==> src/rtl/pwm_pkg.sv <==
`default_nettype none
// ============================================================================
// Module   : pwm_pkg
// Purpose  : Shared constants and helpers for the multichannel PWM block.
// Revision : 1.0 - initial release
// ============================================================================
package pwm_pkg;

  // Counting-mode encodings as seen on the center_mode input
  localparam logic MODE_EDGE   = 1'b0;
  localparam logic MODE_CENTER = 1'b1;

  // Width of a channel index; never narrower than one bit
  function automatic int ch_idx_w(input int num_ch);
    return (num_ch <= 2) ? 1 : $clog2(num_ch);
  endfunction

endpackage
`default_nettype wire

==> src/rtl/pwm_timebase.sv <==
`default_nettype none
// ============================================================================
// Module   : pwm_timebase
// Purpose  : Shared PWM timebase: prescaler, up / up-down main counter,
//            mode-change restart and the period-boundary pulse.
// Revision : 1.0 - initial release
// ============================================================================
module pwm_timebase
  import pwm_pkg::*;
#(
  parameter int RES   = 8,
  parameter int PRE_W = 8
) (
  input  logic             clk,
  input  logic             rst_n,
  input  logic [PRE_W-1:0] i_prescale,
  input  logic             i_center_mode,
  output logic [RES-1:0]   o_counter,
  output logic             o_boundary
);

  // Highest counter value reached in either mode (MAX-1)
  localparam logic [RES-1:0] C_TOP  = {{(RES-1){1'b1}}, 1'b0};
  localparam logic [RES-1:0] C_ZERO = '0;

  // Count-direction state encoding
  localparam logic [0:0] ST_UP   = 1'b0;
  localparam logic [0:0] ST_DOWN = 1'b1;

  logic [PRE_W-1:0] r_pre;
  logic [RES-1:0]   r_cnt;
  logic [RES-1:0]   w_cnt_nxt;
  logic [0:0]       r_state;
  logic [0:0]       w_state_nxt;
  logic             r_mode;
  logic             r_boundary;
  logic             w_mode_chg;
  logic             w_tick;
  logic             w_reload;
  logic             w_count_down;

  // A mode flip is detected against the registered copy of the mode input
  assign w_mode_chg = (i_center_mode != r_mode);
  // Tick on the last prescaler count; a count stranded above a lowered
  // prescale value is discarded without producing a tick
  assign w_tick     = (r_pre == i_prescale);
  assign w_reload   = (r_pre > i_prescale);

  assign o_counter  = r_cnt;
  assign o_boundary = r_boundary;

  // Prescaler: 0..prescale, restarting on tick, reload or mode change
  always_ff @(posedge clk or negedge rst_n) begin
    if (!rst_n) begin
      r_pre <= '0;
    end else if (w_mode_chg || w_tick || w_reload) begin
      r_pre <= '0;
    end else begin
      r_pre <= r_pre + 1'b1;
    end
  end

  // Direction state register
  always_ff @(posedge clk or negedge rst_n) begin
    if (!rst_n) begin
      r_state <= ST_UP;
    end else begin
      r_state <= w_state_nxt;
    end
  end

  // Direction next state: turn around on the tick that lands on a turning point
  always_comb begin
    w_state_nxt = r_state;
    if (w_mode_chg || (r_mode == MODE_EDGE)) begin
      w_state_nxt = ST_UP;
    end else if (w_tick) begin
      if (w_cnt_nxt == C_TOP) begin
        w_state_nxt = ST_DOWN;
      end else if (w_cnt_nxt == C_ZERO) begin
        w_state_nxt = ST_UP;
      end
    end
  end

  // Direction output decode
  always_comb begin
    w_count_down = (r_state == ST_DOWN);
  end

  // Counter value taken on the next tick
  always_comb begin
    w_cnt_nxt = r_cnt + 1'b1;
    if (r_mode == MODE_CENTER) begin
      if (w_count_down) begin
        w_cnt_nxt = r_cnt - 1'b1;
      end
    end else if (r_cnt == C_TOP) begin
      w_cnt_nxt = C_ZERO;
    end
  end

  // Main counter and boundary flag; the flag is high in the first cycle at 0
  always_ff @(posedge clk or negedge rst_n) begin
    if (!rst_n) begin
      r_cnt      <= '0;
      r_boundary <= 1'b0;
      r_mode     <= MODE_EDGE;
    end else begin
      r_mode <= i_center_mode;
      if (w_mode_chg) begin
        r_cnt      <= '0;
        r_boundary <= 1'b1;
      end else if (w_tick) begin
        r_cnt      <= w_cnt_nxt;
        r_boundary <= (w_cnt_nxt == C_ZERO);
      end else begin
        r_boundary <= 1'b0;
      end
    end
  end

endmodule
`default_nettype wire

==> src/rtl/pwm_multichannel.sv <==
`default_nettype none
// ============================================================================
// Module   : pwm_multichannel
// Purpose  : NUM_CH-channel PWM with shared prescaled timebase, edge/center
//            alignment and double-buffered duty registers.
// Revision : 1.0 - initial release
// ============================================================================
module pwm_multichannel
  import pwm_pkg::*;
#(
  parameter int NUM_CH = 16,
  parameter int RES    = 8,
  parameter int PRE_W  = 8
) (
  input  logic                          clk,
  input  logic                          rst_n,
  input  logic [NUM_CH-1:0]             i_en_out,
  input  logic [NUM_CH-1:0]             i_en_pwm,
  input  logic [PRE_W-1:0]              i_prescale,
  input  logic                          i_center_mode,
  input  logic                          i_duty_wr_en,
  input  logic [ch_idx_w(NUM_CH)-1:0]   i_duty_wr_ch,
  input  logic [RES-1:0]                i_duty_wr_data,
  output logic [NUM_CH-1:0]             o_out,
  output logic                          o_period_start
);

  localparam int             CH_W   = ch_idx_w(NUM_CH);
  localparam logic [RES-1:0] C_MAX  = '1;
  localparam logic [RES-1:0] C_ZERO = '0;

  logic [RES-1:0]    w_counter;
  logic              w_boundary;
  logic [NUM_CH-1:0] w_out_nxt;

  pwm_timebase #(
    .RES   (RES),
    .PRE_W (PRE_W)
  ) u_timebase (
    .clk           (clk),
    .rst_n         (rst_n),
    .i_prescale    (i_prescale),
    .i_center_mode (i_center_mode),
    .o_counter     (w_counter),
    .o_boundary    (w_boundary)
  );

  // The boundary flag is already a register output
  assign o_period_start = w_boundary;

  for (genvar g = 0; g < NUM_CH; g++) begin : g_ch
    logic [RES-1:0] r_shadow;
    logic [RES-1:0] r_active;
    logic [RES-1:0] w_shadow_nxt;
    logic [RES-1:0] w_active_nxt;
    logic           w_wr_hit;
    logic           w_pwm;

    // Only existing channels decode, so out-of-range indices write nothing
    assign w_wr_hit = i_duty_wr_en && (i_duty_wr_ch == CH_W'(g));

    // Duty selection and compare; the compare sees the value being loaded so a
    // new duty applies from the very first count of its period
    always_comb begin
      w_shadow_nxt = w_wr_hit ? i_duty_wr_data : r_shadow;
      w_active_nxt = (w_boundary || !i_en_pwm[g]) ? w_shadow_nxt : r_active;
      if (w_active_nxt == C_MAX) begin
        w_pwm = 1'b1;
      end else if (w_active_nxt == C_ZERO) begin
        w_pwm = 1'b0;
      end else begin
        w_pwm = (w_counter < w_active_nxt);
      end
    end

    // Shadow and active duty registers
    always_ff @(posedge clk or negedge rst_n) begin
      if (!rst_n) begin
        r_shadow <= '0;
        r_active <= '0;
      end else begin
        r_shadow <= w_shadow_nxt;
        r_active <= w_active_nxt;
      end
    end

    // Static-high when PWM is disabled, forced low when the output is disabled
    assign w_out_nxt[g] = i_en_out[g] & (~i_en_pwm[g] | w_pwm);
  end

  // Output pin register
  always_ff @(posedge clk or negedge rst_n) begin
    if (!rst_n) begin
      o_out <= '0;
    end else begin
      o_out <= w_out_nxt;
    end
  end

endmodule
`default_nettype wire
==> config.mk <==
export PLATFORM = sky130hd
export DESIGN_NAME = pwm_multichannel
export DESIGN_NICKNAME = d
export VERILOG_FILES = /design/src/rtl/pwm_pkg.sv /design/src/rtl/pwm_timebase.sv /design/src/rtl/pwm_multichannel.sv
export SDC_FILE = /design/constraint.sdc
export NUM_CORES = 1
export LEC_CHECK = 0
export ABC_AREA = 1
export CELL_PAD_IN_SITES_DETAIL_PLACEMENT = 2
export CELL_PAD_IN_SITES_GLOBAL_PLACEMENT = 2
export CORE_MARGIN = 2
export CORE_UTILIZATION = 33
export DETAILED_ROUTE_END_ITERATION = 8
export GPL_TIMING_DRIVEN = 0
export PLACE_DENSITY_LB_ADDON = 0.1
export REMOVE_ABC_BUFFERS = 1
export SYNTH_ARGS = -nofsm -noshare
export SYNTH_HDL_FRONTEND = slang
export SYNTH_SLANG_ARGS = --single-unit
==> constraint.sdc <==
create_clock -name clk -period 2.05 [get_ports clk]
set_input_delay 0.41 -clock clk [delete_from_list [all_inputs] [get_ports clk]]
set_output_delay 0.41 -clock clk [all_outputs]
set_load 0.02 [all_outputs]
---- Yosys cells after proc, flatten, opt, wreduce, memory -nomap -nowiden ----
Cells that the tools add are included.
W data, S select, Z words.
operators by class
  add/subtract/negate cells ............... 3
  multiply operators ...................... 0
  div/mod/pow operators ................... 0
  magnitude comparators ................... 17
  equal/unequal tests ..................... 35
  shift-type cells ........................ 0
  muxes and demuxes ....................... 76
  bitwise operators ....................... 49
  reduce and logical (&&, ||, !) cells .... 73
operator list
  cell                   count
  $mux W8                38
  $eq A8 B8 Y1 const B   18
  $logic_not A8 Y1       17
  $lt A8 B8 Y1           16
  $mux W1                38
  $eq A4 B4 Y1 const B   8
  $logic_or A1 B1 Y1     19
  $not A1 Y1             17
  $add A8 B1 Y8 const B  2
  $and A1 B1 Y1          16
  $eq A4 B3 Y1 const B   4
  $logic_and A1 B1 Y1    16
  $logic_not A1 Y1       16
  $or A1 B1 Y1           16
  $eq A4 B2 Y1 const B   2
  $eq A8 B8 Y1           1
  $gt A8 B8 Y1           1
  $sub A8 B1 Y8 const B  1
  $eq A4 B1 Y1 const B   1
  $logic_not A4 Y1       1
  $reduce_bool A2 Y1     2
  $reduce_bool A3 Y1     1
  $reduce_and A2 Y1      1
  $ne A1 B1 Y1           1
word-level totals
  bits in registers ....................... 291
  bits in latches ......................... 0
  RAM bits ................................ 0
  bits in read-only memories .............. 0
  input port bits ......................... 56
  output and inout bits ................... 17
  word-level logic and storage cells ...... 291
  memories ................................ 0

---- Longest topological paths before layout ----
Gate-level depths: netlist of the first run.
  depth after elaboration ................. 9
  mapped depth ............................ 16
  depth with buffers taken out ............ 15

---- By module ----
From an unflattened synthesis of the first run, not the netlist that was laid out.
unflattened totals
  cells, all modules ...................... 2135
  area, all modules ....................... 16300.6 µm²
by module, submodules not included
  module            times used  cells each  area an instance (µm²)  seq. area each (µm²)
  pwm_multichannel  1           1934        14880.5                 6806.5
  pwm_timebase      1           201         1420.1                  475.5

---- Least setup slack after synthesis of the first run ----
No wires, ideal clock.
  path kind ............................... reg-to-reg
  start point ............................. register u_timebase.r_cnt[0] (netlist: u_timebase.o_counter[0])
  end point ............................... register u_timebase.r_state
  arrival ................................. 2.160 ns
  data required time ...................... 1.923 ns
  path slack .............................. -0.237 ns
  cell stages (with the launch flop) ...... 14
  path buffers ............................ 2
  cell sequence ........................... dfrtp_1 -> inv_1 -> clkbuf_1 -> clkbuf_1 -> ha_1 -> nand2_1 -> nor3_1 -> nand2_1 -> a21oi_1 -> nand3_1 -> nor2_1 -> nand3_1 -> nand2_1 -> a21boi_0
on the way
  cells in the longest elaborated chain, start to end .. 7
RTL lines
  item                                   line                                    source
  start, declared                        pwm_timebase.sv:31                      logic [RES-1:0] r_cnt;
  start signal, assigned                 pwm_timebase.sv:115                     r_cnt <= w_cnt_nxt;
  $add A8 B1 Y8 (tied with other cells)  pwm_timebase.sv:93                      w_cnt_nxt = r_cnt + 1'b1;
  $mux W8, on equally long branches      pwm_timebase.sv:98, pwm_timebase.sv:95
  $mux W8 (*)                            pwm_timebase.sv:94                      if (r_mode == MODE_CENTER) begin
  $eq A8 B8 Y1                           pwm_timebase.sv:78                      if (w_cnt_nxt == C_TOP) begin
  $mux W1                                pwm_timebase.sv:78
  $mux W1                                pwm_timebase.sv:77                      end else if (w_tick) begin
  $mux W1                                pwm_timebase.sv:75                      if (w_mode_chg || (r_mode == MODE_EDGE)) begin
  end signal, assigned                   pwm_timebase.sv:68                      r_state <= w_state_nxt;
  end, declared                          pwm_timebase.sv:33                      logic [0:0] r_state;
Mark *: on every way between the ends. The rest lies on a longest branch, timed or not. The select of a mux whose other input is x is not followed.
A chain may end at the register's enable or synchronous reset.

---- Worst setup path in the final report of the first run ----
  start point ............................. register u_timebase.r_boundary (netlist: u_timebase.o_boundary)
  end point ............................... register o_out[2]
on the way
  cells in the longest elaborated chain, start to end .. 7
RTL lines
  item                                                     line                                            source
  start, declared                                          pwm_timebase.sv:36                              logic r_boundary;
  start signal, assigned                                   pwm_timebase.sv:116                             r_boundary <= (w_cnt_nxt == C_ZERO);
  $logic_or A1 B1 Y1 (*)                                   pwm_multichannel.sv:66                          w_active_nxt = (w_boundary || !i_en_pwm[g]) ? w_shadow_nxt : r_active;
  $mux W8 (*)                                              pwm_multichannel.sv:66
  $lt A8 B8 Y1 / $logic_not A8 Y1 (equally long branches)  pwm_multichannel.sv:72, pwm_multichannel.sv:69
  $mux W1                                                  pwm_multichannel.sv:69                          end else if (w_active_nxt == C_ZERO) begin
  $mux W1 (*)                                              pwm_multichannel.sv:67                          if (w_active_nxt == C_MAX) begin
  $or A1 B1 Y1 (*)                                         pwm_multichannel.sv:88                          assign w_out_nxt[g] = i_en_out[g] & (~i_en_pwm[g] | w_pwm);
  $and A1 B1 Y1 (*)                                        pwm_multichannel.sv:88
  named net w_out_nxt[2]                                   pwm_multichannel.sv:34                          logic [NUM_CH-1:0] w_out_nxt;
  end signal, assigned                                     pwm_multichannel.sv:96                          o_out <= w_out_nxt;
  end, declared                                            pwm_multichannel.sv:24                          output logic [NUM_CH-1:0] o_out,
Mark *: on every way through the listed nets, which the timed path passes. The rest lies on a longest branch.

==> results of run 1 <==
-- power groups by stage --
| stage | Combinational [W] | Sequential, W | Clock [W] |
|---|---|---|---|
| 3_3_place_gp | 0.00369 | 0.00716 | 0 |
| 4_1_cts | 0.00532 | 0.00712 | 0.00722 |
| 2_1_floorplan | 0.00263 | 0.00711 | 0 |
| 6_report | 0.00631 | 0.00719 | 0.00710 |
| 5_1_grt | 0.00695 | 0.00729 | 0.00741 |
| 3_5_place_dp | 0.00396 | 0.00718 | 0 |
-- kinds of logic after synthesis --
family,Yosys count,synth area share (%)
simple gates,1234,32.5
flops,291,45.0
buf+inv,279,6.63
compound gates,170,5.95
fa+ha+maj,125,9.66
xor+xnor,4,0.216
-- cell type report --
cell class,count,share of cell area [%]
tap,622,3.28
multi-input combinational,1545,45.0
clock inverter,12,0.596
inverter,238,3.88
timing repair buffer,266,11.3
sequential,291,30.8
clock buffer,54,4.83
timing repair inverter,3,0.285
-- metrics by stage --
| step | setup TNS (ns) | hold slack, ns | cells |
|---|---|---|---|
| 3_5_place_dp | -286.06 | 0.438 | 2758 |
| 3_3_place_gp | -4129.20 | 0.449 | 2756 |
| 4_1_cts | -1.49 | 0.292 | 2981 |
| 5_1_grt | -3.67 | 0.270 | 3031 |
| 6_report | -1.90 | 0.264 | 3031 |
| 2_1_floorplan | -2.40 | 0.114 | 2062 |
-- flip-flops by register name (all words and copies together), names as in the netlist --
register / flops
u_timebase.r_pre: 8
u_timebase.o_counter: 8
o_out: 16
g_ch.r_shadow: 128
g_ch.r_active: 128
u_timebase.r_mode: 1
u_timebase.r_state: 1
u_timebase.o_boundary: 1
-- worst max-delay path: stages, from the launching register on --
cell and delay, ns:
dfrtp_4 0.52, buf_12 0.18, clkinv_16 0.09, buf_12 0.12, nand2_8 0.06, or2_4 0.26, nand2_4 0.08, ha_4 0.21
a21oi_1 0.16, o21ai_1 0.09, a21oi_1 0.13, nand2_1 0.09, a21boi_2 0.13
-- synth_stat cells --
library cell    n  share of area (%)
nand3_2         4               0.25
nand4_1        17               0.66
buf_4           2              0.093
o2111ai_1       1              0.054
nor3_1          4               0.12
o21ai_1        13               0.40
xor2_1          4               0.22
nor2_1        103                2.4
buf_1           9               0.21
nor2_4          1              0.070
nor3b_1         2              0.093
nand3_1       168                5.2
inv_2           3              0.070
buf_2          14               0.43
a21boi_1       20               0.93
clkbuf_1       16               0.37
a211oi_1        1              0.046
o211ai_1        1              0.046
o21ai_0        34                1.1
a31oi_1         1              0.039
or2_2         103                4.0
and2_1         12               0.46
clkinv_1        1              0.023
and3_1          2              0.077
dfrtp_1       291                 45
nand2_2         1              0.039
a21boi_0        5               0.23
ha_1          125                9.7
o22ai_1         7               0.27
nor2_2         14               0.54
a21oi_1        79                2.4
inv_1         234                5.4
nand2_1       801                 19
o21ai_2         6               0.32
a21boi_2        1              0.070
o21bai_1        1              0.046
nand3b_1        2              0.093
-- layer usage --
layer  vias up  wire length [um]  part of all wire (%)
met1      8177             29500                    40
met2       292             38100                    52
li1       7218                 -                     -
met3       164              2490                   3.4
met4         2              2880                   3.9
met5         -                12                 0.016
-- repair_timing --
action                                 CTS  global route
setup buffers                          144            52
resized for setup                      436           268
setup endpoints to repair              265            24
pin swaps                              135           113
hold buffers                             1             0
endpoints found under the hold margin   70             0
cloned                                  12             3
-- final timing paths --
path,startpoint,endpoint,slack (ns),cells past startpoint
max in group asynchronous,rst_n,u_timebase.o_boundary,0.49,3
worst min-delay path,i_duty_wr_en,g_ch[12].r_shadow[0],0.26,3
worst max register to register,u_timebase.o_boundary,o_out[2],-0.17,12
worst max-delay path,u_timebase.o_boundary,o_out[2],-0.17,12
worst min register to register,g_ch[12].r_shadow[0],g_ch[12].r_shadow[0],0.47,2
min in group asynchronous,rst_n,g_ch[1].r_active[5],0.42,2
==> results.yml, run 1 <==
floorplan:
  ioPinCount: 73
  die_w_um: 225
  die-area_mm2: 0.0508
  core-area_mm2: 0.0486
  fp.dieH_um: 225
  initial_core_util_pct: 33.3
  fp-row-count: 81
sta:
  min_period_ns: 2.22
  finalClockSkew_ns: 0.0283
  fin_crit_sh_pct: 108
  relSlewSlack_pct: 42.8
  setup_ws_ns: -0.174
  max_freq_mhz: 450
  hold_viol_final: 0
  tightestPinTransition_ns: 0.859
  setup_viol: 15
  slew_viol_final: 0
  rsz0062_at_grt: "true"
placement:
  place.port_buffers: 72
  pre_cts_slack_ns: -2.19
  place_area_mm2: 0.0175
  place_congestion: 0.737
  hpwl_um: 35400
power:
  p_int_w: 0.0135
  leakagePower_nw: 12.2
  power_w: 0.0206
  vdd_drop_max_mv: 0.692
  seq_power_share_pct: 34.9
  p_switching_w: 0.00705
  clockPowerShare_pct: 34.5
  p_sw_share_pct: 34.2
  combPwrFrac_pct: 30.6
  powerDensity_mw_per_mm2: 869
cells_and_area:
  layout_common_cells: "652 x nand2_1, 282 x dfrtp_1, 222 x inv_1, 136 x buf_4, 113 x nand3_1"
  mostFrequentLayoutCell: "nand2_1"
  fin_area_mm2: 0.0237
  area_growth_pct: 46.5
  seqCellArea_mm2: 0.00731
  antenna_cells: 0
  fillers: 5170
  finalNetCount: 2564
  multiInputGateArea_mm2: 0.0107
  utilization_pct: 48.8
  drive_gt1_share_pct: 32.9
critical_path:
  path_class: "flop to flop"
  crit_fanout: 7
  required_ns: 2.54
  crit_arrival_ns: 2.71
  critPathLaunchType: "flop"
  end_kind: "flop"
cts:
  clockRootBuffer: "clkbuf_16"
  cts.path.max_buffers: 3
  cts_tree: "done"
  clk_latency_ns: 0.58
  cts_made_buffers: 38
  clk_pin_slew_ns: 0.06
  htree_levels: 2
  numClockSinks: 291
global_route:
  use_met1_pct: 31.6
  grtUsageTotal_pct: 26.7
  grt_pass1_vias: 17691
  antenna_found_initial: 2
  grt_pass1_wl_um: 103000
  grt_max_degree: 112
  grt.met3_usage_pct: 4.45
  busiest_layer: "met2"
  grtUsageMet2_pct: 48.0
  gr-total-overflow: 0
drt:
  num_vias: 15853
  drc: 0
  dr.first_iter.drc_count: 678
  antenna_left: 0
  avgViaCountPerCell: 5.23
  routedWlPerCell_um: 24.1
  wirelength_um: 73000
  firstDrtPassIters: 4
job:
  drv_cap: 0
run_status:
  outcome: "finished, violations left"
  violations: "negative setup slack"
synth:
  ys_warn_count: 0
  avgSynthCellArea_um2: 7.70
  synth.distinct_cells: 37
  synthCells: 2103
  synth_seq_cells: 291
  synth_area_mm2: 0.0162
  ys_seq_area_share_pct: 45.0
hold_path:
  min_path_type: "input port to flop"
Note: power is estimated with default switching activity, not from simulation.
==> run 2, diff against run 1 <==
- SLEW_MARGIN: default -> 40
==> results.yml, run 2 (same netlist as run 1, synthesis figures left out) <==
run_status:
  outcome: "finished, violations left"
  violations: "negative setup slack"
sta:
  min_period_ns: 2.19
  setup_viol: 15
  relSlewSlack_pct: 49.2
  tightestPinTransition_ns: 0.761
  rsz0062_at_grt: "true"
  max_freq_mhz: 456
  setup_ws_ns: -0.143
  fin_crit_sh_pct: 107
  hold_viol_final: 0
  slew_viol_final: 0
  finalClockSkew_ns: 0.0168
  fin_hold_ws_ns: 0.229
cells_and_area:
  finalNetCount: 2562
  fillers: 5145
  largestRegisters: "g_ch.r_active: 128 flops, g_ch.r_shadow: 128 flops, o_out: 16 flops"
  mostFrequentLayoutCell: "nand2_1"
  multiInputGateArea_mm2: 0.0106
  layout_common_cells: "659 x nand2_1, 282 x dfrtp_1, 222 x inv_1, 126 x buf_4, 109 x nand3_1"
  area_growth_pct: 47.1
  drive_gt1_share_pct: 32.6
  seqCellArea_mm2: 0.00731
floorplan:
  ioPinCount: 73
  initial_core_util_pct: 33.3
  fp.dieH_um: 225
  core-area_mm2: 0.0486
  fp-row-count: 81
  die-area_mm2: 0.0508
  die_w_um: 225
drt:
  drc: 0
  avgViaCountPerCell: 5.13
  routedWlPerCell_um: 22.6
  num_vias: 15549
  antenna_left: 0
  wirelength_um: 68400
  firstDrtPassIters: 4
  dr.first_iter.drc_count: 616
global_route:
  antenna_found_initial: 2
  grtUsageMet2_pct: 46.1
  grt_pass1_vias: 17263
  grtUsageTotal_pct: 25.0
  grt_pass1_wl_um: 96900
  use_met1_pct: 30.0
  grt.met3_usage_pct: 3.16
  busiest_layer: "met2"
  gr-total-overflow: 0
  grt_max_degree: 66
cts:
  cts.path.max_buffers: 3
  cts_tree: "done"
  clk_latency_ns: 0.57
  htree_levels: 2
  cts_made_buffers: 38
  clockRootBuffer: "clkbuf_16"
  numClockSinks: 291
  clk_pin_slew_ns: 0.06
placement:
  hpwl_um: 37900
  place_congestion: 0.737
  place.port_buffers: 72
hold_path:
  min_path_type: "input port to flop"
critical_path:
  crit_fanout: 7
  required_ns: 2.53
  crit_arrival_ns: 2.67
  end_kind: "flop"
  path_class: "flop to flop"
  critPathLaunchType: "flop"
power:
  vdd_drop_max_mv: 0.583
  power_w: 0.0203
  leakagePower_nw: 12.2
  powerDensity_mw_per_mm2: 851
job:
  drv_cap: 0
-- run 2: routing by layer --
metal | part of all wire (%) | up-vias
met5 | 0.020 | -
met4 | 2.6 | 2
met3 | 2.5 | 88
met2 | 53 | 195
met1 | 42 | 8030
li1 | - | 7234
-- run 2: worst paths after layout --
path,start,endpoint,slack (ns),cells past startpoint
min in group asynchronous,rst_n,g_ch[1].r_active[4],0.43,3
hold / removal,i_duty_wr_data[7],g_ch[1].r_shadow[7],0.23,3
max in group asynchronous,rst_n,u_timebase.o_counter[6],0.56,5
setup / recovery,u_timebase.o_boundary,o_out[15],-0.14,12
hold reg to reg,g_ch[15].r_shadow[5],g_ch[15].r_shadow[5],0.47,2
setup reg to reg,u_timebase.o_boundary,o_out[15],-0.14,12
-- run 2: per-stage QoR --
stage / instance area [um^2] / utilization (%) / setup TNS, ns / cells / setup slack [ns]
final: 23800 / 48.9 / -1.23 / 3029 / -0.143
after floorplan: 16000 / - / -2.40 / 2062 / -0.171
after CTS: 21800 / 44.9 / -1.20 / 2953 / -0.132
after global placement: 17500 / 36.0 / -4129.20 / 2756 / -13.29
after global routing: 23800 / 48.9 / -3.56 / 3028 / -0.273
after detailed placement: 17900 / 36.8 / -145.85 / 2771 / -1.69
-- run 2: final cells by class --
class	instances	share of cell area (%)
inverter	238	3.90
tap	622	3.27
antenna	1	0.0105
clock inverter	5	0.342
timing repair inverter	1	0.0368
clock buffer	60	4.95
multi-input combinational	1545	44.7
sequential	291	30.7
timing repair buffer	266	12.1
-- run 2: power breakdown --
part | internal (W) | switching (W) | leakage, nW
Sequential | 0.00679 | 0.000360 | 3.61
Combinational | 0.00249 | 0.00368 | 8.01
Clock | 0.00418 | 0.00276 | 0.612
-- run 2: what timing repair did --
item / CTS / global route
pin swaps: 93 / 153
hold endpoints to repair: 128 / 0
gates cloned: 7 / 7
endpoints found under the setup margin: 96 / 25
buffers inserted: 109 / 69
gates resized for setup: 356 / 298
hold buffers: 1 / 0
-- run 2: worst max-delay path, stage by stage, from the launching register on --
cell	delay [ns]
dfrtp_1	0.41
clkinv_4	0.14
buf_16	0.19
buf_12	0.15
nand2_8	0.07
buf_6	0.16
o21ai_4	0.15
ha_1	0.28
a21oi_1	0.20
nand2_1	0.07
nand2_1	0.05
nand2_1	0.06
a21oi_2	0.13
==> run 3, diff against run 2 <==
- SKIP_CTS_REPAIR_TIMING: default -> 1
==> results.yml, run 3 (same netlist as run 1, synthesis figures left out) <==
cells_and_area:
  mostFrequentLayoutCell: "nand2_1"
  utilization_pct: 46.0
  antenna_cells: 0
  finalNetCount: 2502
  largestRegisters: "g_ch.r_active: 128 flops, g_ch.r_shadow: 128 flops, o_out: 16 flops"
  area_growth_pct: 38.2
  drive_gt1_share_pct: 26.3
  layout_common_cells: "675 x nand2_1, 283 x dfrtp_1, 229 x inv_1, 143 x nand3_1, 94 x nor2_1"
  stdcell_count: 2968
drt:
  avgViaCountPerCell: 5.08
  wirelength_um: 62800
  num_vias: 15071
  antenna_left: 0
  routedWlPerCell_um: 21.1
  drc: 0
  dr.first_iter.drc_count: 534
  firstDrtPassIters: 5
critical_path:
  crit_start: "u_timebase.o_boundary"
  crit_path_max_incr_delay_ns: 0.41
  path_class: "flop to flop"
  crit_path_frequent_cell: "a21oi_1"
  path_buf_inv: 4
  required_ns: 2.53
  crit_fanout: 8
  cp_slowest_cell: "dfrtp_1"
  end_kind: "flop"
  critPathLaunchType: "flop"
  crit_chain: "clkinv_4 > buf_12 > clkbuf_16 > nand2_4 > buf_4 > o21ai_4 > ha_1 > a21oi_1 > o21ai_1 > a21oi_1 > nand2_1 > a21oi_2"
  r2r_start: "u_timebase.o_boundary"
  crit_arrival_ns: 2.71
  critPathTopFamily: "compound AO/OA/AOI/OAI gates"
sta:
  setup_viol: 16
  min_period_ns: 2.23
  finalClockSkew_ns: 0.0107
  hold_viol_final: 0
  rsz0062_at_grt: "true"
  setup_ws_ns: -0.181
  fin_hold_ws_ns: 0.235
  slew_viol_final: 0
  max_freq_mhz: 448
  fin_crit_sh_pct: 109
  relSlewSlack_pct: 45.1
  tightestPinTransition_ns: 0.823
cts:
  clk_latency_ns: 0.56
  clockRootBuffer: "clkbuf_16"
  clk_pin_slew_ns: 0.06
  cts.path.max_buffers: 3
  numClockSinks: 291
  cts_tree: "done"
  cts_made_buffers: 38
  htree_levels: 2
run_status:
  outcome: "finished, violations left"
  violations: "negative setup slack"
job:
  drv_cap: 0
placement:
  place_congestion: 0.737
  pre_cts_slack_ns: -1.69
  place.port_buffers: 72
  hpwl_um: 37900
  place_inst: 2771
power:
  leakagePower_nw: 11.7
  powerDensity_mw_per_mm2: 866
  power_w: 0.0194
  vdd_drop_max_mv: 0.614
global_route:
  grt_max_degree: 66
  grt_pass1_vias: 15972
  gr-total-overflow: 0
  grt_pass1_wl_um: 86900
  antenna_found_initial: 1
  grtUsageTotal_pct: 22.2
hold_path:
  hold_start: "i_duty_wr_data[7]"
  min_path_type: "input port to flop"
floorplan:
  fp.dieH_um: 225
  core-area_mm2: 0.0486
  ioPinCount: 73
  fp-row-count: 81
  die-area_mm2: 0.0508
  initial_core_util_pct: 33.3
  die_w_um: 225
==> run 3: metal layers <==
layer	up-vias	global-route usage, %	wire length (um)
li1	7100	-	-
met4	2	5.83	1880
met2	175	40.3	32100
met1	7698	27.8	27100
met3	96	2.80	1740
met5	-	0	15
==> run 3: worst register-to-register path, stage by stage (launching register included) <==
cell,delay [ns]
dfrtp_1,0.41
clkinv_4,0.14
buf_12,0.13
clkbuf_16,0.21
nand2_4,0.08
buf_4,0.16
o21ai_4,0.18
ha_1,0.29
a21oi_1,0.14
o21ai_1,0.08
a21oi_1,0.15
nand2_1,0.09
a21oi_2,0.12
==> run 3: per-stage QoR <==
step / cell area [um^2] / TNS (ns)
finish: 22400 / -1.53
global placement: 17500 / -4129.20
floorplan: 16000 / -2.40
CTS: 19100 / -23.79
global route: 22400 / -4.00
detailed placement: 17900 / -145.85
==> run 3: final timing paths <==
path,slack [ns],cells past startpoint,end
worst max-delay path,-0.18,12,o_out[3]
worst min-delay path,0.24,3,g_ch[1].r_shadow[7]
worst max register to register,-0.18,12,o_out[3]
worst min register to register,0.47,2,g_ch[3].r_shadow[4]
max in group asynchronous,0.57,5,u_timebase.o_counter[7]
min in group asynchronous,0.43,3,o_out[1]
==> run 3: cell type report <==
cell class	count	area, um^2
Clock inverter	5	81.3
Inverter	238	913
Sequential cell	291	7310
Tap cell	622	778
Fill cell	5305	26300
Timing Repair inverter	1	8.76
Timing Repair Buffer	204	2280
Clock buffer	60	1180
Multi-Input combinational cell	1547	9820
==> run 3: report_power, final <==
| group | switching, W | total, W | internal, W |
|---|---|---|---|
| sequential | 0.000332 | 0.00712 | 0.00679 |
| combinational | 0.00328 | 0.00537 | 0.00208 |
| clock | 0.00271 | 0.00689 | 0.00417 |
| total | 0.00633 | 0.0194 | 0.0130 |
